<file path="config.mk">
export PLATFORM = sky130hd
export DESIGN_NAME = cache_16_ctrl_flat
export DESIGN_NICKNAME = d
export VERILOG_FILES = /design/src/rtl/cache_16_ctrl_if.sv /design/src/rtl/cache_16_ctrl.sv /design/src/flat_wrapper.sv
export SDC_FILE = /design/constraint.sdc
export NUM_CORES = 1
export LEC_CHECK = 0
export BUFFER_PORTS_ARGS = -buffer_cell sky130_fd_sc_hd__clkbuf_2
export CAP_MARGIN = 40
export CORE_MARGIN = 2
export CORE_UTILIZATION = 43
export DETAILED_ROUTE_END_ITERATION = 10
export GPL_TIMING_DRIVEN = 0
export PLACE_DENSITY = 0.8
export SYNTH_ARGS = -nofsm -noshare
export SYNTH_HDL_FRONTEND = slang
export SYNTH_SLANG_ARGS = --single-unit
</file>
<file path="constraint.sdc">
create_clock -name clk -period 1.55 [get_ports clk]
set_input_delay 0.155 -clock clk [delete_from_list [all_inputs] [get_ports clk]]
set_output_delay 0.155 -clock clk [all_outputs]
set_load 0.005 [all_outputs]
</file>
<file path="src/rtl/cache_16_ctrl_if.sv">
// Step-4 request/control bundle between the pipeline (master) and the
// cache sequencing controller (slave).
interface cache_16_ctrl_if;
  // Handshake: req_valid with req_write/tag/index/offset forms a request that
  // the master holds stable while stall=1; stall is the inverse of ready, and
  // the access completes in the cycle done=1 (stall is 0 in that cycle).
  logic        req_valid;
  logic        req_write;
  logic        tag;
  logic [1:0]  index;
  logic [1:0]  offset;
  logic        hit;

  logic        stall;
  logic        done;
  logic        is_write_mem;
  logic [3:0]  is_load_bus;
  logic        control_tag;
  logic [1:0]  control_index;
  logic [3:0]  control_offset;
  logic [15:0] control_data_mux;
  logic        line_commit;

  modport master (
    output req_valid, req_write, tag, index, offset, hit,
    input  stall, done, is_write_mem, is_load_bus, control_tag,
           control_index, control_offset, control_data_mux, line_commit
  );

  modport slave (
    input  req_valid, req_write, tag, index, offset, hit,
    output stall, done, is_write_mem, is_load_bus, control_tag,
           control_index, control_offset, control_data_mux, line_commit
  );
endinterface

</file>
<file path="src/rtl/cache_16_ctrl.sv">
// Sequencing controller for the 16-word direct-mapped, write-through,
// read-allocate / write-no-allocate data cache of pipeline step 4.
module cache_16_ctrl #(
  parameter int CACHE_SIZE = 16,
  parameter int LINE_WORDS = 4
) (
  input  logic            clk,
  input  logic            rst,
  cache_16_ctrl_if.slave  bus,
  output logic [1:0]      state_o
);

  localparam int LINES = CACHE_SIZE / LINE_WORDS;

  typedef enum logic [1:0] {
    IDLE    = 2'd0,
    FILL    = 2'd1,
    HIT_CHK = 2'd2,
    STORE   = 2'd3
  } state_t;

  state_t     state_q, state_d;
  logic [1:0] cnt_q, cnt_d;
  logic       tag_q, tag_d;
  logic [1:0] idx_q, idx_d;
  logic [1:0] off_q, off_d;
  logic       hit_q, hit_d;

  always_ff @(posedge clk or negedge rst) begin
    if (!rst) begin
      state_q <= IDLE;
      cnt_q   <= '0;
      tag_q   <= 1'b0;
      idx_q   <= '0;
      off_q   <= '0;
      hit_q   <= 1'b0;
    end else begin
      state_q <= state_d;
      cnt_q   <= cnt_d;
      tag_q   <= tag_d;
      idx_q   <= idx_d;
      off_q   <= off_d;
      hit_q   <= hit_d;
    end
  end

  always_comb begin
    state_d              = state_q;
    cnt_d                = cnt_q;
    tag_d                = tag_q;
    idx_d                = idx_q;
    off_d                = off_q;
    hit_d                = hit_q;
    bus.stall            = 1'b0;
    bus.done             = 1'b0;
    bus.is_write_mem     = 1'b0;
    bus.is_load_bus      = '0;
    bus.control_tag      = 1'b0;
    bus.control_index    = '0;
    bus.control_offset   = '0;
    bus.control_data_mux = '0;
    bus.line_commit      = 1'b0;

    // Outputs are held at zero for the whole time reset is asserted, even
    // though the IDLE read-hit path is otherwise purely combinational.
    if (rst) begin
      unique case (state_q)
        IDLE: begin
          if (bus.req_valid) begin
            if (!bus.req_write && bus.hit) begin
              bus.done = 1'b1;
            end else begin
              bus.stall = 1'b1;
              tag_d     = bus.tag;
              idx_d     = bus.index;
              off_d     = bus.offset;
              hit_d     = bus.hit;
              cnt_d     = '0;
              state_d   = bus.req_write ? STORE : FILL;
            end
          end
        end
        FILL: begin
          bus.stall          = 1'b1;
          bus.is_load_bus    = LINES'(1) << idx_q;
          bus.control_index  = idx_q;
          bus.control_tag    = tag_q;
          bus.control_offset = LINE_WORDS'(1) << cnt_q;
          cnt_d              = cnt_q + 2'd1;
          if (cnt_q == 2'd3) begin
            bus.line_commit = 1'b1;
            state_d         = HIT_CHK;
          end
        end
        HIT_CHK: begin
          // A miss here means the tag/valid write did not land; done stays low.
          bus.done = bus.hit;
          state_d  = IDLE;
        end
        STORE: begin
          bus.is_write_mem = 1'b1;
          bus.done         = 1'b1;
          if (hit_q) begin
            bus.is_load_bus      = LINES'(1) << idx_q;
            bus.control_index    = idx_q;
            bus.control_offset   = LINE_WORDS'(1) << off_q;
            bus.control_data_mux = CACHE_SIZE'(1) << {idx_q, off_q};
          end
          state_d = IDLE;
        end
        default: state_d = IDLE;
      endcase
    end
  end

  assign state_o = state_q;

  hit_chk_a: assert property (@(posedge clk) disable iff (!rst)
    (state_q == HIT_CHK) |-> bus.hit);

endmodule

</file>
<file path="src/flat_wrapper.sv">
// flat-port wrapper written by rule: the top's interface ports become plain ports
module cache_16_ctrl_flat 
#(
  parameter int CACHE_SIZE = 16,
  parameter int LINE_WORDS = 4
)
  (clk, rst, state_o, bus_req_valid, bus_req_write, bus_tag, bus_index, bus_offset, bus_hit, bus_stall, bus_done, bus_is_write_mem, bus_is_load_bus, bus_control_tag, bus_control_index, bus_control_offset, bus_control_data_mux, bus_line_commit);
  cache_16_ctrl_if bus_i ();
  input  logic clk;
  input  logic rst;
  output logic [1:0] state_o;
  input wire logic [$bits(bus_i.req_valid)-1:0] bus_req_valid;
  input wire logic [$bits(bus_i.req_write)-1:0] bus_req_write;
  input wire logic [$bits(bus_i.tag)-1:0] bus_tag;
  input wire logic [$bits(bus_i.index)-1:0] bus_index;
  input wire logic [$bits(bus_i.offset)-1:0] bus_offset;
  input wire logic [$bits(bus_i.hit)-1:0] bus_hit;
  output wire logic [$bits(bus_i.stall)-1:0] bus_stall;
  output wire logic [$bits(bus_i.done)-1:0] bus_done;
  output wire logic [$bits(bus_i.is_write_mem)-1:0] bus_is_write_mem;
  output wire logic [$bits(bus_i.is_load_bus)-1:0] bus_is_load_bus;
  output wire logic [$bits(bus_i.control_tag)-1:0] bus_control_tag;
  output wire logic [$bits(bus_i.control_index)-1:0] bus_control_index;
  output wire logic [$bits(bus_i.control_offset)-1:0] bus_control_offset;
  output wire logic [$bits(bus_i.control_data_mux)-1:0] bus_control_data_mux;
  output wire logic [$bits(bus_i.line_commit)-1:0] bus_line_commit;
  assign bus_i.req_valid = bus_req_valid;
  assign bus_i.req_write = bus_req_write;
  assign bus_i.tag = bus_tag;
  assign bus_i.index = bus_index;
  assign bus_i.offset = bus_offset;
  assign bus_i.hit = bus_hit;
  assign bus_stall = bus_i.stall;
  assign bus_done = bus_i.done;
  assign bus_is_write_mem = bus_i.is_write_mem;
  assign bus_is_load_bus = bus_i.is_load_bus;
  assign bus_control_tag = bus_i.control_tag;
  assign bus_control_index = bus_i.control_index;
  assign bus_control_offset = bus_i.control_offset;
  assign bus_control_data_mux = bus_i.control_data_mux;
  assign bus_line_commit = bus_i.line_commit;
  cache_16_ctrl #(.CACHE_SIZE(CACHE_SIZE), .LINE_WORDS(LINE_WORDS)) u_core (.clk(clk), .rst(rst), .bus(bus_i), .state_o(state_o));
endmodule
</file>
==> flow_summary.ini, run 1 <==
[run_status]
run_status = finished with violations
failed_checks = setup timing

[worst_setup_path]
critical_path.reg2reg.startpoint = u_core.cnt_q[0]
worst-r2r-cell-count = 5
startpoint = u_core.state_o[1]
setup.worst_path.end_class = output pin
r2r_slack_ns = 0.16
timing.critical_path.arrival_ns = 1.42
timing_worst_setup_path_type = flop to output pin
critical_path.slowest_cell = dfrtp_1
timing.critical_path.cells = buf_6, nand4_1, or2_4, nor2_1, buf_2
worst-path-max-fanout = 7
r2r_end = u_core.cnt_q[1]
timing.critical_path.required_ns = 1.39
worst_path_largest_cell_delay_ns = 0.36
timing.critical_path.from_type = flop
critPathCapture = bus_control_data_mux[11]

[synthesis]
syn_area_per_cell_um2 = 7.87
yosysUniqueCellTypes = 27
mappedNetlistArea_um2 = 779
synth-edff-count = 0
synth_flop_cell = dfrtp_1
synthesis.instances = 99
yosysSeqAreaShare_pct = 32.1
synthesis.yosys.warnings = 0
syn_nets = 113
synth-async-reset-ratio_pct = 100
postSynthRegisterBits = 10

[timing]
timing.final.crit_period_ns = 1.58
tightest_slew_ns = 0.469
setup_violations = 4
setup_ws_ns = -0.0294
hold_viol = 0
timing.max_slew.rel_slack_pct = 68.6
grt_setup_unrepaired = yes
maximum_clock_rate_mhz = 633
report.final.slew_viol_count = 0
fin_tns_setup_ns = -0.0696
post-route-period-util_pct = 102
worst_clock_skew_ns = 0.0136

[grt]
wire_length_of_the_first_global_routing_pass_um = 3300
grt_pass1_vias = 756
antenna_found_initial = 0
gr-total-overflow = 0
grtUsageTotal_pct = 21.5
grt_start_max_net_pins = 18

[flow_run]
cap_violations = 0

[pwr]
powerDensity_nw_per_um2 = 1460
irDropWorstVdd_v = 0.000912
p_leak_nw = 0.627

[cells_and_area]
n_antenna_cell = 0
fin_util_pct = 70.3
drive_above_1_share_pct = 54.2
area_growth_syn_to_layout_pct = 54.1
final_net_count = 168

[die]
floorplan.initialDensity_pct = 45.6
ioPinCount = 43
core_area_um2 = 1710
die_height_um = 46.6
die-width_um = 46.6
area_of_the_die_um2 = 2170
num_rows = 15

[detailed_routing]
drt-wirelength-per-cell_um = 12.7
vias_per_cell = 4.97
dr_total_vias = 884
drc_errors = 0
count_of_routing_violations_after_the_opening_detailed_route_iteration = 13
totalWireLength_um = 2260
final_antenna_net_count = 0
drt_first_pass_iters = 4

[placed_design]
dp_hpwl_um = 1650
io_buffers = 42
gpl.final_weighted_congestion = 0.839

[clocking]
ctsHtreeMaxLevel = 1
clkTransAtPathRegs_ns = 0.08
clockBufferDepth = 2
clock_latency_ns = 0.27
cts.sinks = 10
numCtsBuffers = 3
tritoncts = yes
cts_root_buffer = clkbuf_4

[hold_path]
worstHoldPathType = primary input to flop
==> state kept, by name, summed over array words and instances (netlist names) <==
register / flops
u_core.cnt_q: 2
u_core.idx_q: 2
u_core.off_q: 2
u_core.state_o: 2
u_core.hit_q: 1
u_core.tag_q: 1
==> per-stage QoR <==
stage / instances / hold WS [ns] / cell area [um^2] / setup slack (ns) / power (mW)
floorplan: 99 / -0.141 / 779 / 0.246 / 1.02
CTS: 175 / -0.217 / 1120 / -0.00496 / 1.62
global route: 178 / 0.113 / 1200 / -0.0975 / 1.90
finish: 178 / 0.123 / 1200 / -0.0294 / 1.75
global placement: 166 / 0.0738 / 1020 / 0.121 / 1.24
detailed placement: 166 / 0.0777 / 1020 / 0.0785 / 1.28
==> worst min path at each step <==
stage / start / to / slack, ns / cells after the start
2_1_floorplan: rst / u_core.cnt_q[0] / -0.14 / 0
3_3_place_gp: rst / u_core.state_o[0] / 0.07 / 1
3_5_place_dp: rst / u_core.state_o[0] / 0.08 / 1
4_1_cts: rst / u_core.state_o[0] / -0.22 / 1
5_1_grt: bus_offset[0] / u_core.off_q[0] / 0.11 / 2
6_report: bus_offset[0] / u_core.off_q[0] / 0.12 / 2
==> layout by cell type, fill, tap and decap left out, drive strengths merged, types with 3 or more instances in the layout <==
master	instances
clkbuf	33
nand4	4
dfrtp	10
ha	4
mux2	6
inv	6
o21ai	5
or2	3
nor2b	3
a21oi	4
buf	23
nor2	25
nand2	11
==> critical path: cells and delay by family (launching register included) <==
family        cells  cell delay, ns
buf+inv           2            0.24
flops             1            0.36
simple gates      3            0.55
==> metal layers <==
metal | wire length [um] | vias up | GRT usage, % | part of all wire, %
met2 | 1160 | 20 | 34.2 | 51
met3 | 78 | 4 | 3.53 | 3.4
met1 | 989 | 418 | 28.4 | 44
li1 | - | 442 | - | -
met4 | 35 | 0 | 9.14 | 1.5
met5 | 0 | - | 0 | 0
==> logic make-up (layout without fill, tap and decap cells) <==
family          after synthesis  after routing  share of synthesized area (%)
buf+inv                       9             63                           4.97
flops                        10             10                           32.1
compound gates               15             15                           11.9
simple gates                 55             55                           36.0
fa+ha+maj                     4              4                           6.42
mux                           6              6                           8.67
==> power breakdown <==
part           internal (mW)  switching (mW)  total, mW
Clock                  0.142          0.0937      0.236
Combinational          0.473           0.520      0.993
Sequential             0.391           0.130      0.521
==> cell usage after synthesis, types with 2 or more instances <==
| cell type | n | area, um^2 |
|---|---|---|
| nor2b_1 | 2 | 12.5 |
| inv_1 | 6 | 22.5 |
| dfrtp_1 | 10 | 250 |
| nand3_1 | 2 | 10.0 |
| nor2_1 | 25 | 93.8 |
| nand2_1 | 11 | 41.3 |
| o21ai_0 | 5 | 25.0 |
| mux2_2 | 6 | 67.6 |
| and3_1 | 2 | 12.5 |
| a21oi_1 | 4 | 20.0 |
| nand2b_1 | 2 | 12.5 |
| a21boi_0 | 2 | 15.0 |
| nand4_1 | 3 | 18.8 |
| or2_2 | 3 | 18.8 |
| ha_1 | 4 | 50.1 |
==> cell type report <==
cell class | instances | area, um^2
Timing Repair Buffer | 50 | 277
Buffer | 3 | 27.5
Tap cell | 25 | 31.3
Clock buffer | 4 | 36.3
Sequential cell | 10 | 250
Inverter | 6 | 22.5
Fill cell | 131 | 507
Multi-Input combinational cell | 80 | 557
==> what timing repair did <==
action	CTS	global route
buffers inserted	5	2
pin swaps	2	11
hold endpoints to repair	10	10
setup endpoints to repair	26	23
gates resized for setup	9	33
Note: power is estimated with default switching activity, not from simulation.
==> inputs of run 2 (changes only) <==
--- a/config.mk
+++ b/config.mk
@@ -5,13 +5,13 @@
 export SDC_FILE = /design/constraint.sdc
 export NUM_CORES = 1
 export LEC_CHECK = 0
-export BUFFER_PORTS_ARGS = -buffer_cell sky130_fd_sc_hd__clkbuf_2
 export CAP_MARGIN = 40
 export CORE_MARGIN = 2
-export CORE_UTILIZATION = 43
+export CORE_UTILIZATION = 45
 export DETAILED_ROUTE_END_ITERATION = 10
+export DONT_BUFFER_PORTS = 1
 export GPL_TIMING_DRIVEN = 0
-export PLACE_DENSITY = 0.8
+export PLACE_DENSITY = 0.62
 export SYNTH_ARGS = -nofsm -noshare
 export SYNTH_HDL_FRONTEND = slang
 export SYNTH_SLANG_ARGS = --single-unit
==> constraint.sdc (replaced) <==
create_clock -name clk -period 1.6 [get_ports clk]
set_input_delay 0.16 -clock clk [delete_from_list [all_inputs] [get_ports clk]]
set_output_delay 0.16 -clock clk [all_outputs]
set_load 0.005 [all_outputs]
==> flow_summary.ini, run 2 (synthesis gave the netlist of run 1 again) <==
[placed_design]
dp_hpwl_um = 1420
io_buffers = 0
dpl_cell_area_um2 = 801
gpl.final_weighted_congestion = 0.818

[timing]
hold_viol = 0
maximum_clock_rate_mhz = 651
setup_violations = 0
timing.max_slew.rel_slack_pct = 68.5
timing.final.crit_period_ns = 1.54
grt_setup_unrepaired = yes
worst_clock_skew_ns = 0.00735
report.final.slew_viol_count = 0
tightest_slew_ns = 0.471
post-route-period-util_pct = 96.0

[clocking]
clockBufferDepth = 2
clock_latency_ns = 0.27
clkTransAtPathRegs_ns = 0.07
tritoncts = yes
cts_root_buffer = clkbuf_4
ctsHtreeMaxLevel = 1
numCtsBuffers = 3
cts.sinks = 10

[detailed_routing]
final_antenna_net_count = 0
vias_per_cell = 5.96
drt_first_pass_iters = 3
totalWireLength_um = 1960
drt-wirelength-per-cell_um = 15.9
dr_total_vias = 733
drc_errors = 0
count_of_routing_violations_after_the_opening_detailed_route_iteration = 13

[worst_setup_path]
worst-r2r-cell-count = 5
timing.critical_path.required_ns = 1.44
cp.depth = 4
timing.critical_path.cells = buf_6, nand4_1, nand2b_2, a21boi_1
cp_num_buf_inv = 1
timing.critical_path.arrival_ns = 1.38
critical_path.slowest_cell = dfrtp_1
path_delay_family = flip-flops
setup.worst_path.end_class = output pin
timing.critical_path.from_type = flop
timing_worst_setup_path_type = flop to output pin
worst_path_largest_cell_delay_ns = 0.38
worst-path-max-fanout = 10

[hold_path]
whs_path_depth = 1
worstHoldPathType = primary input to flop

[cells_and_area]
layout.cells.most_common = nor2_1
top_library_cells_by_usage_in_the_layout_fill_and_taps_aside = nor2_1, nand2_1, dfrtp_1, inv_1, mux2_2
postLayoutCellArea_um2 = 893
n_antenna_cell = 0
final_net_count = 121
drive_above_1_share_pct = 26.4
area_growth_syn_to_layout_pct = 14.6

[grt]
wire_length_of_the_first_global_routing_pass_um = 2890
grt_pass1_vias = 626
antenna_found_initial = 0
grt_start_max_net_pins = 11
gr-total-overflow = 0
grtUsageTotal_pct = 19.2

[run_status]
run_status = finished clean

[die]
floorplan.initialDensity_pct = 46.7
core_area_um2 = 1670
ioPinCount = 43
area_of_the_die_um2 = 2080
num_rows = 15
die_height_um = 45.6
die-width_um = 45.6

[pwr]
share_seq_of_total_power_pct = 35.9
p_leak_nw = 0.378
powerDensity_nw_per_um2 = 1610
clockPowerShare_pct = 16.2
net-switching-power_mw = 0.628
total_power_mw = 1.44
p_sw_share_pct = 43.7
cell_internal_pwr_mw = 0.809
irDropWorstVdd_v = 0.000812
power_frac_comb_pct = 47.9

[flow_run]
cap_violations = 0
[run 2: stage by stage]
step	setup slack, ns	TNS, ns	utilization (%)	cells	hold WS (ns)
after floorplan	0.296	0	-	99	-0.136
after global placement	0.167	0	47.9	116	-0.135
after detailed placement	0.134	0	47.9	116	-0.135
after CTS	0.0242	0	51.5	121	0.0363
after global routing	-0.0159	-0.0582	53.5	123	0.0340
final	0.0647	0	53.5	123	0.0390
[run 2: layout make-up]
class / count / area (um^2)
Buffer: 3 / 22.5
Clock buffer: 4 / 36.3
Fill cell: 162 / 777
Inverter: 6 / 22.5
Multi-Input combinational cell: 80 / 514
Sequential cell: 10 / 251
Tap cell: 17 / 21.3
Timing Repair Buffer: 3 / 25.0
[run 2: worst paths after layout]
path,start,end,slack (ns)
setup / recovery,u_core.state_o[1],bus_control_offset[1],0.06
hold / removal,bus_offset[1],u_core.off_q[1],0.04
setup reg to reg,u_core.cnt_q[0],u_core.cnt_q[1],0.21
hold reg to reg,u_core.tag_q,u_core.tag_q,0.50
max in group asynchronous,rst,u_core.state_o[0],0.98
min in group asynchronous,rst,u_core.cnt_q[1],0.27
[run 2: routing by layer]
| metal | track usage (%) | vias up | wire (um) | share of wire, % |
|---|---|---|---|---|
| li1 | - | 346 | - | - |
| met2 | 31.5 | 30 | 941 | 48 |
| met4 | 8.82 | 0 | 32 | 1.6 |
| met5 | 0 | - | 0 | 0 |
| met1 | 24.0 | 352 | 848 | 43 |
| met3 | 3.97 | 5 | 133 | 6.8 |
[run 2: what timing repair did]
item	CTS	global route
pin swaps	1	2
hold buffers	1	0
hold endpoints to repair	10	0
setup endpoints to repair	13	25
gates resized for setup	7	7
setup buffers	0	2
gates cloned	0	0
[run 2: power groups by stage]
stage	Combinational (mW)	Sequential [mW]	Clock (mW)
finish	0.689	0.516	0.233
global route	0.782	0.542	0.254
CTS	0.662	0.509	0.237
detailed placement	0.631	0.511	0
global placement	0.611	0.507	0
floorplan	0.519	0.473	0
